[src/rtl/arch_defs_pkg.sv]
// Shared definitions for the execution unit.
//   alu_op_t    : 4-bit operation encoding issued by the control unit
//                 (4'hF is unused and behaves as a NOP)
//   alu_state_t : sequencing states of the ALU front end
//   DATA_WIDTH_DEFAULT : default operand/result width
package arch_defs_pkg;

  localparam int DATA_WIDTH_DEFAULT = 8;

  typedef enum logic [3:0] {
    OP_ADD = 4'h0,
    OP_ADC = 4'h1,
    OP_SUB = 4'h2,
    OP_SBC = 4'h3,
    OP_AND = 4'h4,
    OP_OR  = 4'h5,
    OP_XOR = 4'h6,
    OP_INR = 4'h7,
    OP_DCR = 4'h8,
    OP_CMP = 4'h9,
    OP_SHL = 4'hA,
    OP_SHR = 4'hB,
    OP_ROL = 4'hC,
    OP_ROR = 4'hD,
    OP_MUL = 4'hE
  } alu_op_t;

  typedef enum logic [1:0] {
    IDLE     = 2'd0,
    MUL_RUN  = 2'd1,
    MUL_DONE = 2'd2
  } alu_state_t;

endpackage

[src/rtl/alu_mul_serial.sv]
// Unsigned shift-add multiplier, one partial product per step.
//   clk, reset : clock, asynchronous active-high reset
//   start      : load operands, clear the accumulator, arm the step counter
//   step       : perform one shift-add step
//   a, b       : multiplicand / multiplier (sampled on start)
//   last       : high during the step that completes the product
//   product    : full 2*DATA_WIDTH product (valid after the last step)
module alu_mul_serial
  import arch_defs_pkg::*;
#(
  parameter int DATA_WIDTH = DATA_WIDTH_DEFAULT
) (
  input  logic                    clk,
  input  logic                    reset,
  input  logic                    start,
  input  logic                    step,
  input  logic [DATA_WIDTH-1:0]   a,
  input  logic [DATA_WIDTH-1:0]   b,
  output logic                    last,
  output logic [2*DATA_WIDTH-1:0] product
);

  localparam int CW = (DATA_WIDTH > 1) ? $clog2(DATA_WIDTH) : 1;

  logic [2*DATA_WIDTH-1:0] mcand;
  logic [DATA_WIDTH-1:0]   mplier;
  logic [CW-1:0]           cnt;

  // Counter runs DATA_WIDTH-1 .. 0, so the step taken at zero is the final one.
  assign last = step && (cnt == '0);

  always_ff @(posedge clk or posedge reset) begin
    if (reset) begin
      mcand   <= '0;
      mplier  <= '0;
      product <= '0;
      cnt     <= '0;
    end else if (start) begin
      mcand   <= {{DATA_WIDTH{1'b0}}, a};
      mplier  <= b;
      product <= '0;
      cnt     <= CW'(DATA_WIDTH - 1);
    end else if (step) begin
      if (mplier[0]) product <= product + mcand;
      mcand  <= mcand << 1;
      mplier <= mplier >> 1;
      if (cnt != '0) cnt <= cnt - 1'b1;
    end
  end

endmodule

[src/rtl/alu_seq.sv]
// Registered ALU with Z/N/C flag register and a serial multiplier.
//   clk, reset    : clock, asynchronous active-high reset
//   start         : one-cycle strobe, samples op/a_in/b_in (ignored while busy)
//   op            : operation select
//   a_in, b_in    : operands
//   result        : registered result, held until the next writing op
//   flag_zero/negative/carry : registered flags
//   busy          : MUL in progress (through the MUL_DONE cycle)
//   done          : one-cycle pulse per accepted operation
module alu_seq
  import arch_defs_pkg::*;
#(
  parameter int DATA_WIDTH = DATA_WIDTH_DEFAULT
) (
  input  logic                  clk,
  input  logic                  reset,
  input  logic                  start,
  input  alu_op_t               op,
  input  logic [DATA_WIDTH-1:0] a_in,
  input  logic [DATA_WIDTH-1:0] b_in,
  output logic [DATA_WIDTH-1:0] result,
  output logic                  flag_zero,
  output logic                  flag_negative,
  output logic                  flag_carry,
  output logic                  busy,
  output logic                  done
);

  localparam int W = DATA_WIDTH;

  alu_state_t state;

  logic [W-1:0]   nxt_res;
  logic [W-1:0]   flag_src;
  logic [W:0]     ext;
  logic           nxt_z, nxt_n, nxt_c;
  logic           upd;
  logic           mul_start, mul_step, mul_last;
  logic [2*W-1:0] mul_prod;

  assign mul_start = (state == IDLE) && start && (op == OP_MUL);
  assign mul_step  = (state == MUL_RUN);

  alu_mul_serial #(.DATA_WIDTH(W)) u_mul (
    .clk     (clk),
    .reset   (reset),
    .start   (mul_start),
    .step    (mul_step),
    .a       (a_in),
    .b       (b_in),
    .last    (mul_last),
    .product (mul_prod)
  );

  // Single-cycle op decode; everything not listed (MUL, unused codes) holds.
  always_comb begin
    ext      = '0;
    nxt_res  = result;
    nxt_c    = flag_carry;
    flag_src = result;
    upd      = 1'b0;
    case (op)
      OP_ADD: begin ext = {1'b0, a_in} + {1'b0, b_in};                    upd = 1'b1; end
      OP_ADC: begin ext = {1'b0, a_in} + {1'b0, b_in} + {{W{1'b0}}, flag_carry}; upd = 1'b1; end
      OP_SUB: begin ext = {1'b0, a_in} - {1'b0, b_in};                    upd = 1'b1; end
      OP_SBC: begin ext = {1'b0, a_in} - {1'b0, b_in} - {{W{1'b0}}, flag_carry}; upd = 1'b1; end
      OP_CMP: begin ext = {1'b0, a_in} - {1'b0, b_in};                    upd = 1'b1; end
      OP_AND: begin ext = {1'b0, a_in & b_in};                            upd = 1'b1; end
      OP_OR:  begin ext = {1'b0, a_in | b_in};                            upd = 1'b1; end
      OP_XOR: begin ext = {1'b0, a_in ^ b_in};                            upd = 1'b1; end
      OP_INR: begin ext = {flag_carry, a_in + 1'b1};                      upd = 1'b1; end
      OP_DCR: begin ext = {flag_carry, a_in - 1'b1};                      upd = 1'b1; end
      OP_SHL: begin ext = {a_in[W-1], a_in << 1};                         upd = 1'b1; end
      OP_SHR: begin ext = {a_in[0], a_in >> 1};                           upd = 1'b1; end
      OP_ROL: begin ext = {a_in[W-1], a_in[W-2:0], flag_carry};           upd = 1'b1; end
      OP_ROR: begin ext = {a_in[0], flag_carry, a_in[W-1:1]};             upd = 1'b1; end
      default: ;
    endcase
    if (upd) begin
      nxt_c    = ext[W];
      flag_src = ext[W-1:0];
      // CMP leaves the result register untouched; its flags come from A-B.
      if (op != OP_CMP) nxt_res = ext[W-1:0];
    end
    nxt_z = (flag_src == '0);
    nxt_n = flag_src[W-1];
    if (!upd) begin
      nxt_z = flag_zero;
      nxt_n = flag_negative;
    end
  end

  always_ff @(posedge clk or posedge reset) begin
    if (reset) begin
      state         <= IDLE;
      result        <= '0;
      flag_zero     <= 1'b0;
      flag_negative <= 1'b0;
      flag_carry    <= 1'b0;
      busy          <= 1'b0;
      done          <= 1'b0;
    end else begin
      done <= 1'b0;
      case (state)
        IDLE: begin
          if (start) begin
            if (op == OP_MUL) begin
              busy  <= 1'b1;
              state <= MUL_RUN;
            end else begin
              result        <= nxt_res;
              flag_zero     <= nxt_z;
              flag_negative <= nxt_n;
              flag_carry    <= nxt_c;
              done          <= 1'b1;
            end
          end
        end
        MUL_RUN: begin
          if (mul_last) state <= MUL_DONE;
        end
        MUL_DONE: begin
          result        <= mul_prod[W-1:0];
          flag_zero     <= (mul_prod[W-1:0] == '0);
          flag_negative <= mul_prod[W-1];
          flag_carry    <= |mul_prod[2*W-1:W];
          done          <= 1'b1;
          busy          <= 1'b0;
          state         <= IDLE;
        end
        default: state <= IDLE;
      endcase
    end
  end

endmodule
[config.mk]
export PLATFORM = sky130hd
export DESIGN_NAME = alu_seq
export DESIGN_NICKNAME = d
export VERILOG_FILES = /design/src/rtl/arch_defs_pkg.sv /design/src/rtl/alu_mul_serial.sv /design/src/rtl/alu_seq.sv
export SDC_FILE = /design/constraint.sdc
export NUM_CORES = 1
export LEC_CHECK = 0
export ABC_AREA = 1
export CAP_MARGIN = 20
export CORE_MARGIN = 4
export CORE_UTILIZATION = 61
export CTS_CLUSTER_DIAMETER = 50
export DETAILED_ROUTE_END_ITERATION = 8
export PLACE_DENSITY = 0.92
export SLEW_MARGIN = 20
export SYNTH_ARGS = -nofsm -noshare
export SYNTH_HDL_FRONTEND = slang
export SYNTH_SLANG_ARGS = --single-unit
[constraint.sdc]
create_clock -name clk -period 2.71 [get_ports clk]
set_input_delay 0.542 -clock clk [delete_from_list [all_inputs] [get_ports clk]]
set_output_delay 0.542 -clock clk [all_outputs]
set_load 0.02 [all_outputs]
==> reports/metrics.yaml <==
pwr:
  clkPwrFrac: 0.146
  peakVddDrop_uv: 459.3
  p_seq_frac: 0.314
  switching_share: 0.4622
  internal-power_uw: 2679
  p_sw_uw: 2302
  p_leak_uw: 0.003778
  combPwrFrac: 0.540
  p_per_area_nw_per_um2: 710.2
synthesis:
  ys_seq_elements: 58
  synth_nets: 909
  synth_xor_area_frac: 0.01289
  syn-cell-area_sq_um: 5438
  synth_cell_types: 42
  synthAdderAreaFrac: 0.1321
  ys_warn_count: 0
  synth.avg_cell_area_sq_um: 6.544
  synthMuxAreaShare: 0
  synth_compound_area_frac: 0.1719
  synth_top_family_by_area: "simple AND/OR/NAND/NOR gates"
  yosysSeqAreaShare: 0.2669
  synth-simple-area-share: 0.3175
  netlist_instances: 831
placement:
  dpl.hpwl_um: 13330
  place_area_sq_um: 6506
  place_congestion: 1.087
  portBuffers: 35
  place_ws_ns: -0.5588
cells_and_area:
  antennaDiodeCount: 0
  layout_commonest_cell: "nand2_1"
  multi_input_comb_area_sq_um: 3712
  fin_nets: 1033
  layout.area.seq_sq_um: 1451
  final_core_util: 0.8081
  area_growth_pct: 28.97
  drive_gt1_frac: 0.1908
  final_cell_mix: "nand2_1 (211), inv_1 (111), buf_4 (89)"
  fillers: 565
  finalInstanceArea_sq_um: 7013
route:
  antenna_left: 0
  drtPass1Iterations: 7
  wl_per_cell_um: 18.01
  drc: 0
  via_per_inst: 6.340
  vias: 6765
  finalWirelength_um: 19220
  drt_iter0_drc: 1101
status:
  status: "complete, no violations"
critical_path:
  arrival_ns: 2.89
  cp.required_ns: 2.94
  startpoint: "b_in[2]"
  worstReg2RegStart: "u_mul.product[2]"
  r2r_cells: 11
  r2r_end: "u_mul.product[13]"
  crit_path_top_delay_cell: "clkdlybuf4s50_1"
  r2r_slack_ns: 0.21
  max_stage_delay_ns: 0.49
  path_depth: 17
  cpMostUsedCell: "nand2_1"
  critPathLaunchType: "input pin"
  path_delay_family: "simple AND/OR/NAND/NOR gates"
  end_kind: "flip-flop"
  crit_buf_inv: 3
  crit_chain: "clkdlybuf4s50_1, inv_1, ha_4, inv_2, nand2_1, nand3_1, nand2_1, nand2_1, nand2_2, nor2_1, nand2_1, nor2_1, or2_2, nand3_1, nand3_1, nand2_1, a21oi_2"
  worstSetupEndpoint: "flag_carry"
  worst-setup-path-type: "in -> reg"
  path_max_fanout: 10
clock_tree:
  cts_buffers: 9
  cts.hold.buffers_added: 0
  clk_pin_slew_ns: 0.07
  cts.path.max_buffers: 2
  cts-root-buf: "clkbuf_8"
  clk_latency_ns: 0.34
  cts_tree: "yes"
  htree_levels: 3
  clock-sinks: 58
sta:
  final.setup_skew_ns: 0.01066
  min_period_ns: 2.666
  finalCritPeriodShare: 0.9837
  worst_slew_margin_rel: 0.5597
  max_freq_mhz: 375.1
  finalSetupViolCount: 0
  fin_setup_tns_ns: 0
  worstMarginPinSlew_ns: 0.6595
  holdWs_ns: 0.4927
  maxSlewViolCount: 0
  worst_slack_ns: 0.04423
  rsz0062_at_grt: "yes"
  hold_viol_final: 0
hold_path:
  min_delay_path_depth: 2
  hold_class: "reg -> reg"
global_routing:
  track_usage: 0.3435
  met2_usage: 0.5377
  grt_pass1_wl_um: 28280
  busiest_layer: "met2"
  grt_pass1_vias: 6002
  grt_overflow_total: 0
  grt_start_max_net_pins: 32
  use_met3: 0.07099
  met1_usage: 0.4620
  antenna_found_initial: 0
floorplan:
  core_area_sq_um: 8678
  die-area_sq_um: 10490
  die_w_um: 102.4
  num_rows: 34
  start_util: 0.6266
  io_pins: 36
  die-height_um: 102.4
job:
  maxCapViolCount: 0
## cell usage after synthesis
| master | instances | area share |
|---|---|---|
| xor2_1 | 6 | 0.0097 |
| nor2_2 | 4 | 0.0046 |
| inv_1 | 117 | 0.081 |
| a21oi_1 | 58 | 0.053 |
| o21ai_2 | 2 | 0.0032 |
| a211o_1 | 1 | 0.0016 |
| buf_4 | 1 | 0.0014 |
| a22oi_1 | 14 | 0.019 |
| a31oi_1 | 3 | 0.0035 |
| nor3_1 | 3 | 0.0028 |
| a211oi_1 | 1 | 0.0014 |
| o221ai_1 | 2 | 0.0032 |
| o21ai_0 | 40 | 0.037 |
| buf_1 | 2 | 0.0014 |
| a41oi_1 | 1 | 0.0016 |
| a21boi_0 | 3 | 0.0041 |
| nand4_1 | 9 | 0.010 |
| o31ai_2 | 1 | 0.0023 |
| nor4_1 | 2 | 0.0023 |
| clkbuf_1 | 5 | 0.0035 |
| o22ai_1 | 9 | 0.010 |
| ha_1 | 51 | 0.12 |
| a2bb2oi_1 | 1 | 0.0016 |
| buf_6 | 1 | 0.0021 |
| o21bai_1 | 3 | 0.0041 |
| o211ai_1 | 9 | 0.012 |
| and3_1 | 1 | 0.0012 |
| buf_2 | 6 | 0.0055 |
| inv_2 | 6 | 0.0041 |
| a21o_1 | 3 | 0.0041 |
| xnor2_1 | 2 | 0.0032 |
| nand2_2 | 3 | 0.0035 |
| nand3_1 | 82 | 0.075 |
| or2_2 | 3 | 0.0035 |
| nand2_1 | 221 | 0.15 |
| nand3b_1 | 3 | 0.0041 |
| o31ai_1 | 3 | 0.0041 |
| dfrtp_1 | 58 | 0.27 |
| fa_1 | 4 | 0.015 |
| nor2_1 | 83 | 0.057 |
| o21ai_1 | 3 | 0.0028 |
| a32o_1 | 1 | 0.0018 |
## worst register-to-register path, cell delays in order, from the launching register on
cell and delay, ns:
dfrtp_1 0.43, ha_1 0.39, a21oi_1 0.19, nand2_1 0.11, a21oi_1 0.30, o21ai_2 0.12
a21boi_0 0.31, o21ai_0 0.20, nand3_1 0.13, nand3_1 0.08, nand3_1 0.09, nand2_1 0.05
## state kept, by name (all words and copies together), names as in the netlist
name,cells
done,1
state,2
flag_zero,1
busy,1
flag_negative,1
flag_carry,1
u_mul.mplier,8
u_mul.product,16
result,8
u_mul.mcand,16
u_mul.cnt,3
## worst min-delay path by stage
stage | start | endpoint | slack (ns)
floorplan | u_mul.mplier[6] | u_mul.mplier[6] | 0.46
global route | u_mul.mplier[2] | u_mul.mplier[2] | 0.53
global placement | busy | busy | 0.46
CTS | u_mul.mplier[6] | u_mul.mplier[6] | 0.50
finish | u_mul.mplier[6] | u_mul.mplier[6] | 0.49
detailed placement | u_mul.mplier[6] | u_mul.mplier[6] | 0.48
## per-stage QoR
| stage | instances | power (uW) |
|---|---|---|
| 5_1_grt | 1067 | 5280 |
| 3_3_place_gp | 1045 | 3882 |
| 4_1_cts | 1060 | 4780 |
| 3_5_place_dp | 1045 | 4015 |
| 2_1_floorplan | 831 | 3116 |
| 6_report | 1067 | 4981 |
## timing repair
action	in CTS	in global routing
gates cloned	0	0
endpoints found under the setup margin	8	14
pin swaps	1	15
resized for setup	15	64
setup buffers	0	7
## cell type report
type / instances / share of cell area
Multi-Input combinational cell: 635 / 0.5293
Tap cell: 108 / 0.01927
Clock buffer: 12 / 0.02212
Timing Repair Buffer: 128 / 0.1543
Clock inverter: 3 / 0.002141
Inverter: 123 / 0.06583
Sequential cell: 58 / 0.2070
## power groups by stage
| stage | sequential, uW | combinational, uW | clock, uW |
|---|---|---|---|
| floorplan | 1560 | 1560 | 0 |
| global placement | 1530 | 2360 | 0 |
| detailed placement | 1550 | 2470 | 0 |
| CTS | 1540 | 2520 | 720 |
| global route | 1590 | 2930 | 759 |
| finish | 1560 | 2690 | 728 |
## routing by layer
layer,share of wire,vias up
met5,0,-
met4,0.062,0
met3,0.13,144
met2,0.44,604
met1,0.36,3018
li1,-,2999
## logic make-up after synthesis
logic type,Yosys count
AND/OR/NAND/NOR,414
AO/OA/AOI/OAI,158
buffers and inverters,138
flip-flops,58
adder cells (fa/ha/maj),55
XOR/XNOR,8
No activity file was read; power rests on OpenSTA's default activity.
